<file path="config.mk">
export PLATFORM = sky130hd
export DESIGN_NAME = useq_fifo_host
export DESIGN_NICKNAME = d
export VERILOG_FILES = /design/src/rtl/useq_pkg.sv /design/src/rtl/useq_skid2.sv /design/src/rtl/useq_fifo_host.sv
export SDC_FILE = /design/constraint.sdc
export NUM_CORES = 1
export LEC_CHECK = 0
export CORE_UTILIZATION = 28
export CTS_CLUSTER_DIAMETER = 120
export CTS_CLUSTER_SIZE = 16
export DETAILED_ROUTE_END_ITERATION = 6
export PLACE_DENSITY = 0.51
export SLEW_MARGIN = 20
export SYNTH_ARGS = -nofsm -noshare
export SYNTH_HDL_FRONTEND = slang
export SYNTH_SLANG_ARGS = --single-unit
</file>
<file path="constraint.sdc">
create_clock -name clk -period 4.3 [get_ports clk]
set_clock_uncertainty 0.15 [all_clocks]
set_input_delay 0.86 -clock clk [delete_from_list [all_inputs] [get_ports clk]]
set_output_delay 0.86 -clock clk [all_outputs]
set_load 0.005 [all_outputs]
</file>
<file path="src/rtl/useq_pkg.sv">
// Shared useq definitions: data width, default counter width and the stream byte type.
package useq_pkg;
   localparam int USEQ_DATA_W = 8;
   localparam int USEQ_CNT_W  = 16;

   typedef logic [USEQ_DATA_W-1:0] useq_byte_t;
endpackage

</file>
<file path="src/rtl/useq_skid2.sv">
// Two-entry skid buffer with valid/ready on both sides and registered outputs.
// Accepts and drains on the same edge at full rate. Ordering is preserved and occupancy is exported.
module useq_skid2
   import useq_pkg::*;
(
   input  logic                   clk,
   input  logic                   rst,
   input  logic                   in_vld,
   output logic                   in_rdy,
   input  logic [USEQ_DATA_W-1:0] in_dat,
   output logic                   out_vld,
   input  logic                   out_rdy,
   output logic [USEQ_DATA_W-1:0] out_dat,
   output logic [1:0]             occ
);
   useq_byte_t ent0_q, ent0_d;
   useq_byte_t ent1_q, ent1_d;
   logic [1:0] occ_q, occ_d, occ_pop;
   logic       push, pop;

   assign in_rdy  = (occ_q != 2'd2);
   assign out_vld = (occ_q != 2'd0);
   assign out_dat = ent0_q;
   assign occ     = occ_q;
   assign push    = in_vld & in_rdy;
   assign pop     = out_vld & out_rdy;

   // Entry 0 is always the oldest; a drain shifts entry 1 forward before the new byte lands.
   always_comb begin
      ent0_d  = ent0_q;
      ent1_d  = ent1_q;
      occ_pop = occ_q - {1'b0, pop};
      if (pop) begin
         ent0_d = ent1_q;
      end
      if (push) begin
         if (occ_pop == 2'd0) begin
            ent0_d = in_dat;
         end else begin
            ent1_d = in_dat;
         end
      end
      occ_d = occ_pop + {1'b0, push};
   end

   always_ff @(posedge clk or posedge rst) begin
      if (rst) begin
         ent0_q <= '0;
         ent1_q <= '0;
         occ_q  <= 2'd0;
      end else begin
         ent0_q <= ent0_d;
         ent1_q <= ent1_d;
         occ_q  <= occ_d;
      end
   end
endmodule

</file>
<file path="src/rtl/useq_fifo_host.sv">
// Host-side master for the useq FIFO port: one-register TX path, 2-entry RX skid, stall watchdog, traffic counters.
// TX pushes the cycle after accept; RX byte is valid the cycle after the pop; both stall only on useq full/empty or host backpressure.
module useq_fifo_host
   import useq_pkg::*;
#(
   parameter int STALL_CYCLES = 255,
   parameter int CNT_W        = USEQ_CNT_W
) (
   input  logic                   clk,
   input  logic                   rst,
   input  logic [USEQ_DATA_W-1:0] tx_data,
   input  logic                   tx_valid,
   output logic                   tx_ready,
   output logic [USEQ_DATA_W-1:0] rx_data,
   output logic                   rx_valid,
   input  logic                   rx_ready,
   output logic                   write_fifo,
   output logic [USEQ_DATA_W-1:0] fifo_in,
   input  logic                   fifo_full,
   output logic                   read_fifo,
   input  logic [USEQ_DATA_W-1:0] fifo_out,
   input  logic                   fifo_empty,
   output logic                   tx_stall,
   input  logic                   clr_stall,
   output logic [CNT_W-1:0]       tx_count,
   output logic [CNT_W-1:0]       rx_count
);
   localparam int              SC_W      = $clog2(STALL_CYCLES + 1);
   localparam logic [SC_W-1:0] STALL_MAX = SC_W'(STALL_CYCLES);

   logic             hold_valid_q, hold_valid_d;
   useq_byte_t       hold_data_q, hold_data_d;
   logic [SC_W-1:0]  stall_cnt_q, stall_cnt_d;
   logic             tx_stall_q, tx_stall_d;
   logic [CNT_W-1:0] tx_count_q, tx_count_d;
   logic [CNT_W-1:0] rx_count_q, rx_count_d;
   logic             tx_acc, src_vld;
   logic [1:0]       rx_occ;
   logic             skid_rdy_unused;

   assign write_fifo = hold_valid_q & ~fifo_full;
   assign tx_ready   = ~hold_valid_q | write_fifo;
   assign tx_acc     = tx_valid & tx_ready;
   assign fifo_in    = hold_data_q;
   assign tx_stall   = tx_stall_q;
   assign tx_count   = tx_count_q;
   assign rx_count   = rx_count_q;

   // Never pop while in reset: the skid is held empty and the byte would be lost.
   assign src_vld   = ~fifo_empty & ~rst;
   assign read_fifo = src_vld & (rx_occ != 2'd2);

   useq_skid2 u_skid (
      .clk     (clk),
      .rst     (rst),
      .in_vld  (src_vld),
      .in_rdy  (skid_rdy_unused),
      .in_dat  (fifo_out),
      .out_vld (rx_valid),
      .out_rdy (rx_ready),
      .out_dat (rx_data),
      .occ     (rx_occ)
   );

   always_comb begin
      hold_valid_d = hold_valid_q;
      hold_data_d  = hold_data_q;
      if (tx_acc) begin
         hold_valid_d = 1'b1;
         hold_data_d  = tx_data;
      end else if (write_fifo) begin
         hold_valid_d = 1'b0;
      end
   end

   // Watchdog counts blocked cycles; the flag is sticky until clr_stall, which wins over a same-cycle set.
   always_comb begin
      stall_cnt_d = stall_cnt_q;
      tx_stall_d  = tx_stall_q;
      if (clr_stall) begin
         stall_cnt_d = '0;
         tx_stall_d  = 1'b0;
      end else if (write_fifo) begin
         stall_cnt_d = '0;
      end else if (hold_valid_q & fifo_full) begin
         if (stall_cnt_q != STALL_MAX) begin
            stall_cnt_d = stall_cnt_q + 1'b1;
         end
         if (stall_cnt_d == STALL_MAX) begin
            tx_stall_d = 1'b1;
         end
      end
   end

   always_comb begin
      tx_count_d = tx_count_q + CNT_W'(write_fifo);
      rx_count_d = rx_count_q + CNT_W'(read_fifo);
   end

   always_ff @(posedge clk or posedge rst) begin
      if (rst) begin
         hold_valid_q <= 1'b0;
         hold_data_q  <= '0;
         stall_cnt_q  <= '0;
         tx_stall_q   <= 1'b0;
         tx_count_q   <= '0;
         rx_count_q   <= '0;
      end else begin
         hold_valid_q <= hold_valid_d;
         hold_data_q  <= hold_data_d;
         stall_cnt_q  <= stall_cnt_d;
         tx_stall_q   <= tx_stall_d;
         tx_count_q   <= tx_count_d;
         rx_count_q   <= rx_count_d;
      end
   end
endmodule

</file>
==> results of run 1 <==
[worst max path at each step]
stage | from | end | slack (ns) | cells past startpoint
CTS | rst | read_fifo | 0.91 | 3
global route | fifo_empty | read_fifo | 0.85 | 3
detailed placement | rx_ready | u_skid.out_dat[0] | 0.73 | 8
floorplan | rst | fifo_in[0] | 1.58 | 1
global placement | rx_ready | u_skid.out_dat[4] | 0.81 | 8
finish | fifo_empty | read_fifo | 0.93 | 3
[metrics by stage]
stage | hold slack, ns | power [W] | instances | instance area, sq um | utilization [%]
final | 0.3214 | 0.001931 | 486 | 4134 | 39.34
after global placement | 0.3063 | 0.001471 | 470 | 3959 | 37.67
after floorplan | 0.3147 | 0.001178 | 267 | 3075 | -
after global routing | 0.3607 | 0.002061 | 486 | 4134 | 39.34
after detailed placement | 0.3124 | 0.001486 | 470 | 3959 | 37.67
after CTS | 0.3234 | 0.001959 | 486 | 4128 | 39.28
[cells by family after synthesis]
group                      share of synthesized area [%]
xor gates and xnor gates                           8.543
muxes                                              8.462
adders and majority gates                          2.848
and+or+nand+nor                                    14.48
AOI/OAI and AO/OA                                  7.893
buffers and inverters                              2.441
DFF                                                55.33
[power groups by stage]
stage	Sequential (W)	Combinational, W	Clock (W)
2_1_floorplan	0.000906	0.000273	0
3_3_place_gp	0.000920	0.000551	0
3_5_place_dp	0.000924	0.000562	0
4_1_cts	0.000912	0.000564	0.000483
5_1_grt	0.000935	0.000614	0.000512
6_report	0.000909	0.000558	0.000463
[critical path, delay by kind of cell]
kind / cells / cell delay [ns]
AO/OA/AOI/OAI: 1 / 0.48
buffers and inverters: 2 / 1.02
[cell usage in the layout (no fill, tap or decap), types with 7 or more instances in the layout]
cell type        synthesis  routed
clkdlybuf4s50_1          0      75
dfrtp_1                 68      68
a21oi_1                 15      15
nor2_1                  19      19
mux2i_1                  8       8
clkbuf_8                 0      10
nand3_1                 14      14
xor2_1                  11      11
xnor2_1                 19      19
nand4_1                  8       8
ha_1                     7       7
mux2_2                  16      16
nand2_1                 17      17
[final cells by class]
type                    count  area (sq um)
clock inverters             5         27.53
inverters                   6         22.52
flip-flops and latches     68          1702
fillers                  1039          6375
clock buffers              11         141.4
repair buffers             77         765.7
multi-input cells         183          1305
well taps                 136         170.2
[per-layer routing]
| metal | track usage [%] | up-vias | routed length, microns |
|---|---|---|---|
| met4 | 4.403 | 0 | 59 |
| met1 | 16.03 | 1113 | 3165 |
| met5 | 0 | - | 0 |
| li1 | - | 1100 | - |
| met3 | 3.708 | 5 | 361 |
| met2 | 18.76 | 59 | 2930 |
[state kept, by name, indices dropped and copies added, names as in the netlist]
name            count
u_skid.out_dat      8
tx_stall            1
hold_valid_q        1
tx_count           16
rx_count           16
u_skid.ent1_q       8
stall_cnt_q         8
u_skid.occ          2
fifo_in             8
==> results.cfg, run 1 <==
[worst_setup_path]
critPathKind = in2out
cpMaxStageDelayCell = clkdlybuf4s50_1
crit_chain = clkdlybuf4s50_1 > a211oi_1 > clkdlybuf4s50_1
crit_top_cell = clkdlybuf4s50_1
cp-start-kind = primary input
endpoint_kind = output pin
reg2reg_to = u_skid.out_dat[0]
cp_data_required_time_ns = 3.29
worstPathArrival_ns = 2.36
r2r_slack_ns = 1.46
slowest_delay_ns = 0.60
worstPathMaxFanout = 4
r2r-start = u_skid.occ[1]
rr_worst_depth = 8

[yosys]
synth_edf_count = 0
synth-main-ff-cell = dfrtp_1
postSynthCellCount = 267
async_flop_share_pct = 100.0
synth_area_leaders = dfrtp_1 55%, mux2_2 5.9%, xnor2_1 5.4%, xor2_1 3.1%, ha_1 2.8%
syn_nets = 297
syn_area_sq_um = 3075
yosys.area.top_type_share_pct = 55.33
ys_types = 42
yosysWarnings = 0
synth-seq-cells = 68
synth_most_common_cell = dfrtp_1
synth_top_area_cell = dfrtp_1
seq_area_frac_synth_pct = 55.33
avgSynthCellArea_sq_um = 11.52
yosys-top-cells-count = 68 x dfrtp_1, 19 x nor2_1, 19 x xnor2_1

[pwr]
sw_frac_of_total_pct = 29.36
power_density_nw_per_um2 = 467.1
p_leak_nw = 1.758
pwr-share-clk_pct = 24.0
cellInternalPower_w = 0.001364
power_frac_comb_pct = 28.9
vdd_ir_drop_max_uv = 214.1
power.switching_w = 0.0005670
seq_power_share_pct = 47.1

[status]
status = completed

[layout]
n_antenna_cell = 0
final_nets = 375
drive_gt1_share_pct = 11.14
syn2layout_area_growth_pct = 34.42

[timing]
setup_viol = 0
tns_ns = 0
finalCriticalPeriod_ns = 3.374
fmax_mhz = 296.4
fin_ws_ns = 0.9265
period_share_pct = 78.45
hold_viol_final = 0
max_slew_margin_pct = 51.10
worstMarginPinSlew_ns = 0.7334
maxSlewViolCount = 0
grt_setup_unrepaired = no

[clocking]
clk_pin_slew_ns = 0.08
postCtsSetupBuffers = 0
cts.htree.levels = 3
numCtsBuffers = 9
cts-root-buf = clkbuf_8
clkSinkCount = 68
hold_buffers = 0
cts_tree = done
clk_path_buf_depth = 2
post_cts_resized = 0
clk_latency_ns = 0.33

[drt]
routed_wl_microns = 6517
drtIter0Drc = 100
dr.pass1.iters = 4
vias = 2277
drc = 0
wl_per_cell_microns = 13.41
ant_nets = 0
vias_per_cell = 4.685

[grt]
grt_usage_pct = 12.15
antenna_found_initial = 0
gr-total-overflow = 0
grt_max_degree = 32
grt_pass1_vias = 2217
grt_pass1_wl_microns = 10830

[floorplan]
rows = 37
ios = 76
start_util_pct = 29.27
core-area_sq_um = 10510
die_y_microns = 106.8
dieArea_sq_um = 11410
die_w_microns = 106.8

[min_path]
hold_path_class = reg2reg
min-delay-start = rx_count[15]
holdPathEnd = rx_count[15]
holdPathStages = 1

[flow_run]
maxCapViolations = 0

[place]
globalplace.congestion = 0.7751
io_buffers = 75
preCtsSetupSlack_ns = 0.7308
hpwl_microns = 4657
(Power assumes the default switching activity.)
==> inputs of run 2 (changes only) <==
Settings changed: PLACE_DENSITY 0.51 to 0.53.
Clock period 4.3 ns to 2.7 ns, I/O delays scaled along.
==> run 2 against run 1 <==
Sequential share of layout area shrank 0.88 points. Sequential power grew 58%. First-iteration DRC count decreased by 61%. Via count is 0.79% higher. Clock power increased by 78%. Combinational power grew 64%. Largest cell class unchanged. Largest power group unchanged.
==> results.cfg, run 2 (synthesis gave the netlist of run 1 again) <==
[floorplan]
die_w_microns = 106.8
rows = 37
dieArea_sq_um = 11410
start_util_pct = 29.27
core-area_sq_um = 10510
die_y_microns = 106.8
ios = 76

[worst_setup_path]
cp-start-kind = primary input
cpMaxStageDelayCell = clkdlybuf4s50_1
endpoint_kind = output pin
crit_chain = clkdlybuf4s50_1 > a211oi_1 > buf_4 > clkdlybuf4s50_1
slowest_delay_ns = 0.49
worstPathMaxFanout = 3
cp_data_required_time_ns = 2.01
crit_start = fifo_empty
worstPathArrival_ns = 1.91
crit_top_cell = clkdlybuf4s50_1
path_buf_inv = 3
r2r-start = u_skid.occ[1]
path_delay_family = buffers and inverters
critPathKind = in2out

[clocking]
cts.htree.levels = 3
clk_latency_ns = 0.33
cts-root-buf = clkbuf_8
clkSinkCount = 68
post_cts_resized = 0
cts_tree = done
hold_buffers = 0
clk_path_buf_depth = 2
clk_pin_slew_ns = 0.07
postCtsSetupBuffers = 0
numCtsBuffers = 9

[drt]
routed_wl_microns = 6616
wl_per_cell_microns = 13.39
ant_nets = 0
drtIter0Drc = 39
dr.pass1.iters = 5
vias = 2295
drc = 0
vias_per_cell = 4.646

[place]
hpwl_microns = 4674
preCtsSetupSlack_ns = 0.09745
globalplace.congestion = 0.7957
io_buffers = 75
place_area_sq_um = 4031

[flow_run]
maxCapViolations = 0

[timing]
setup_viol = 0
period_share_pct = 96.25
fin_ws_ns = 0.1012
hold_viol_final = 0
maxSlewViolCount = 0
max_slew_margin_pct = 68.91
worstMarginPinSlew_ns = 0.4664
tns_ns = 0
grt_setup_unrepaired = no
fmax_mhz = 384.8
finalCriticalPeriod_ns = 2.599

[pwr]
vdd_ir_drop_max_uv = 368.9
power_density_nw_per_um2 = 752.6
p_leak_nw = 1.811

[layout]
nFillCells = 1037
multi_input_area_sq_um = 1299
syn2layout_area_growth_pct = 37.35
seqCellArea_sq_um = 1702
n_antenna_cell = 0
stdcell_area_sq_um = 4224
final_nets = 383
layout_commonest_cell = clkdlybuf4s50_1
drive_gt1_share_pct = 12.85
layout_common_cells = 75 x clkdlybuf4s50_1, 68 x dfrtp_1, 19 x nor2_1, 19 x xnor2_1, 17 x nand2_1

[grt]
grt_pass1_wl_microns = 11190
gr-total-overflow = 0
antenna_found_initial = 0
grt_pass1_vias = 2264
grt_usage_pct = 12.56
grt_max_degree = 41

[min_path]
min-delay-start = rx_count[15]
hold_path_class = reg2reg

[status]
status = completed
run 2: area by class of cell:
cell class / instances / area share (%)
Clock buffer: 10 / 3.021
Clock inverter: 6 / 1.540
Inverter: 6 / 0.5332
Multi-Input combinational cell: 183 / 30.75
Sequential cell: 68 / 40.28
Tap cell: 136 / 4.028
Timing Repair Buffer: 85 / 19.85
run 2: worst register-to-register path: cells and delay by family (launching register included):
family / cells / cell delay, ns
flops: 1 / 0.42
simple gates: 2 / 0.41
mux: 1 / 0.35
buf+inv: 2 / 0.24
fa+ha+maj: 1 / 0.18
xor+xnor: 1 / 0.18
compound gates: 1 / 0.16
run 2: path summary, 6_finish.rpt:
kind / to / slack [ns] / depth (start not counted)
worst min-delay path: rx_count[15] / 0.33 / 1
worst min register to register: rx_count[15] / 0.33 / 1
min in group asynchronous: u_skid.occ[0] / 0.39 / 2
worst max register to register: u_skid.ent1_q[4] / 0.50 / 8
worst max-delay path: read_fifo / 0.10 / 4
max in group asynchronous: tx_count[0] / 1.47 / 3
run 2: where the power goes:
| group | switching (W) | internal, W |
|---|---|---|
| clock | 0.000397 | 0.000427 |
| sequential | 0.000180 | 0.00126 |
| combinational | 0.000332 | 0.000582 |
run 2: metal layers:
metal	wire, microns	GRT usage, %	vias up
met3	312	4.012	8
met5	0	0	-
met2	3144	19.95	60
li1	-	-	1118
met1	3082	16.00	1109
met4	77	4.501	0
run 2: through the flow:
stage | power [W] | cells | utilization (%) | hold WS, ns
after floorplan | 0.001877 | 267 | - | 0.3147
after global placement | 0.002376 | 478 | 38.36 | 0.3085
after detailed placement | 0.002398 | 478 | 38.36 | 0.3165
after CTS | 0.003251 | 494 | 40.20 | 0.3279
after global routing | 0.003411 | 494 | 40.20 | 0.3514
final | 0.003179 | 494 | 40.20 | 0.3257
==> inputs of run 3 (changes only) <==
Settings changed: CORE_MARGIN from default to 10.
==> run 3 against run 2 <==
Core utilization down 0.69 points. Maximum frequency up 2.4%. Clock-buffer cell count up 1. Clock power up 17%. Total power up 4.8%. Sequential share of layout area down 0.38 points. Highest routed layer unchanged. Critical path type unchanged. Critical endpoint unchanged.
==> results.cfg, run 3 (synthesis gave the netlist of run 1 again) <==
[flow_run]
maxCapViolations = 0

[layout]
nFillCells = 1095
n_antenna_cell = 0
final_nets = 382
syn2layout_area_growth_pct = 38.65
drive_gt1_share_pct = 12.89
layout_commonest_cell = clkdlybuf4s50_1
layout_common_cells = 75 x clkdlybuf4s50_1, 68 x dfrtp_1, 19 x nor2_1, 19 x xnor2_1, 17 x nand2_1

[pwr]
p_leak_nw = 1.820
vdd_ir_drop_max_uv = 354.5
power_density_nw_per_um2 = 781.6

[worst_setup_path]
path_delay_family = buffers and inverters
worstPathArrival_ns = 1.85
reg2reg_to = u_skid.ent1_q[1]
path_buf_inv = 2
endpoint_kind = output pin
r2r-start = u_skid.occ[1]
cpMaxStageDelayCell = clkdlybuf4s50_1
crit_chain = clkdlybuf4s50_1 > a211oi_1 > clkdlybuf4s50_1
rr_worst_depth = 8
slowest_delay_ns = 0.58
worstPathMaxFanout = 2
r2r_slack_ns = 0.51
cp_data_required_time_ns = 2.01
critPathKind = in2out
crit_top_cell = clkdlybuf4s50_1
cp-start-kind = primary input

[grt]
grt_pass1_wl_microns = 12110
gr-total-overflow = 0
antenna_found_initial = 0
grt_usage_pct = 9.213
grt_max_degree = 69
grt_pass1_vias = 2327

[timing]
setup_viol = 0
fmax_mhz = 394.0
finalCriticalPeriod_ns = 2.538
tns_ns = 0
hold_viol_final = 0
worstMarginPinSlew_ns = 0.3909
maxSlewViolCount = 0
period_share_pct = 93.99
max_slew_margin_pct = 73.74
grt_setup_unrepaired = no
whs_ns = 0.3216

[floorplan]
dieArea_sq_um = 15580
ios = 76
core-area_sq_um = 10790
rows = 38
start_util_pct = 28.50
die_w_microns = 124.8
die_y_microns = 124.8

[place]
globalplace.congestion = 0.7842
hpwl_microns = 5220
io_buffers = 75

[drt]
drc = 0
routed_wl_microns = 7145
dr.pass1.iters = 4
wl_per_cell_microns = 14.38
ant_nets = 0
vias_per_cell = 4.594
vias = 2283
drtIter0Drc = 122

[clocking]
post_cts_resized = 0
clk_pin_slew_ns = 0.07
numCtsBuffers = 9
clk_path_buf_depth = 2
cts_tree = done
postCtsSetupBuffers = 0
cts-root-buf = clkbuf_8
cts.htree.levels = 3
clk_latency_ns = 0.33
clkSinkCount = 68
hold_buffers = 0

[min_path]
min-delay-start = rx_count[15]
holdPathStages = 1
hold_path_class = reg2reg
holdPathEnd = rx_count[15]

[status]
status = completed
-- run 3: changes by cell type in the layout (fill, tap and decap cells not counted) --
cell | before | now
buf_4 | 9 | 8
bufinv_16 | 1 | 2
clkbuf_1 | 1 | 0
clkbuf_8 | 9 | 11
clkinv_2 | 2 | 0
clkinv_4 | 2 | 1
clkinvlp_4 | 1 | 2
-- run 3: through the flow --
stage | std cells | utilization, % | total power [W] | setup slack (ns) | cell area [sq um]
2_1_floorplan | 267 | - | 0.001877 | 0.1107 | 3075
3_3_place_gp | 481 | 37.33 | 0.002404 | 0.1188 | 4029
3_5_place_dp | 481 | 37.33 | 0.002416 | 0.07599 | 4029
4_1_cts | 497 | 39.51 | 0.003416 | 0.1375 | 4264
5_1_grt | 497 | 39.51 | 0.003563 | 0.07971 | 4264
6_report | 497 | 39.51 | 0.003333 | 0.1622 | 4264
-- run 3: worst register-to-register path: stages (launching register included) --
cell,delay (ns)
dfrtp_1,0.42
or2_2,0.32
nand2_1,0.09
inv_1,0.04
ha_1,0.18
xnor2_1,0.18
a21boi_2,0.17
buf_4,0.18
mux2_2,0.34
-- run 3: layout make-up --
cell class                 instances  area (sq um)  area share [%]
sequential                        68          1702           39.91
clock inverter                     5         83.83           1.966
clock buffer                      11         151.4           3.550
timing repair buffer              84         830.8           19.48
multi-input combinational        183          1299           30.46
tap                              140         175.2           4.108
inverter                           6         22.52          0.5282
-- run 3: report_power, final --
part | switching [W] | internal, W | total [W] | leakage, nW
clock | 0.000395 | 0.000572 | 0.000968 | 0.112
combinational | 0.000342 | 0.000583 | 0.000924 | 0.840
sequential | 0.000180 | 0.00126 | 0.00144 | 0.869
total | 0.000917 | 0.00242 | 0.00333 | 1.82
-- run 3: per-layer routing --
| layer | vias up | share of wire [%] | track usage [%] |
|---|---|---|---|
| li1 | 1114 | - | - |
| met1 | 1111 | 46 | 11.34 |
| met3 | 4 | 6.2 | 3.362 |
| met4 | 0 | 0.56 | 2.673 |
| met2 | 54 | 47 | 14.70 |
| met5 | - | 0 | 0 |
-- run 3: how the worst max path moves through the flow --
stage | startpoint | endpoint | cells after the start
3_5_place_dp | fifo_empty | rx_count[14] | 8
6_report | fifo_empty | read_fifo | 3
4_1_cts | fifo_empty | read_fifo | 3
2_1_floorplan | u_skid.occ[1] | u_skid.out_dat[5] | 10
5_1_grt | fifo_empty | read_fifo | 3
3_3_place_gp | fifo_empty | rx_count[14] | 8
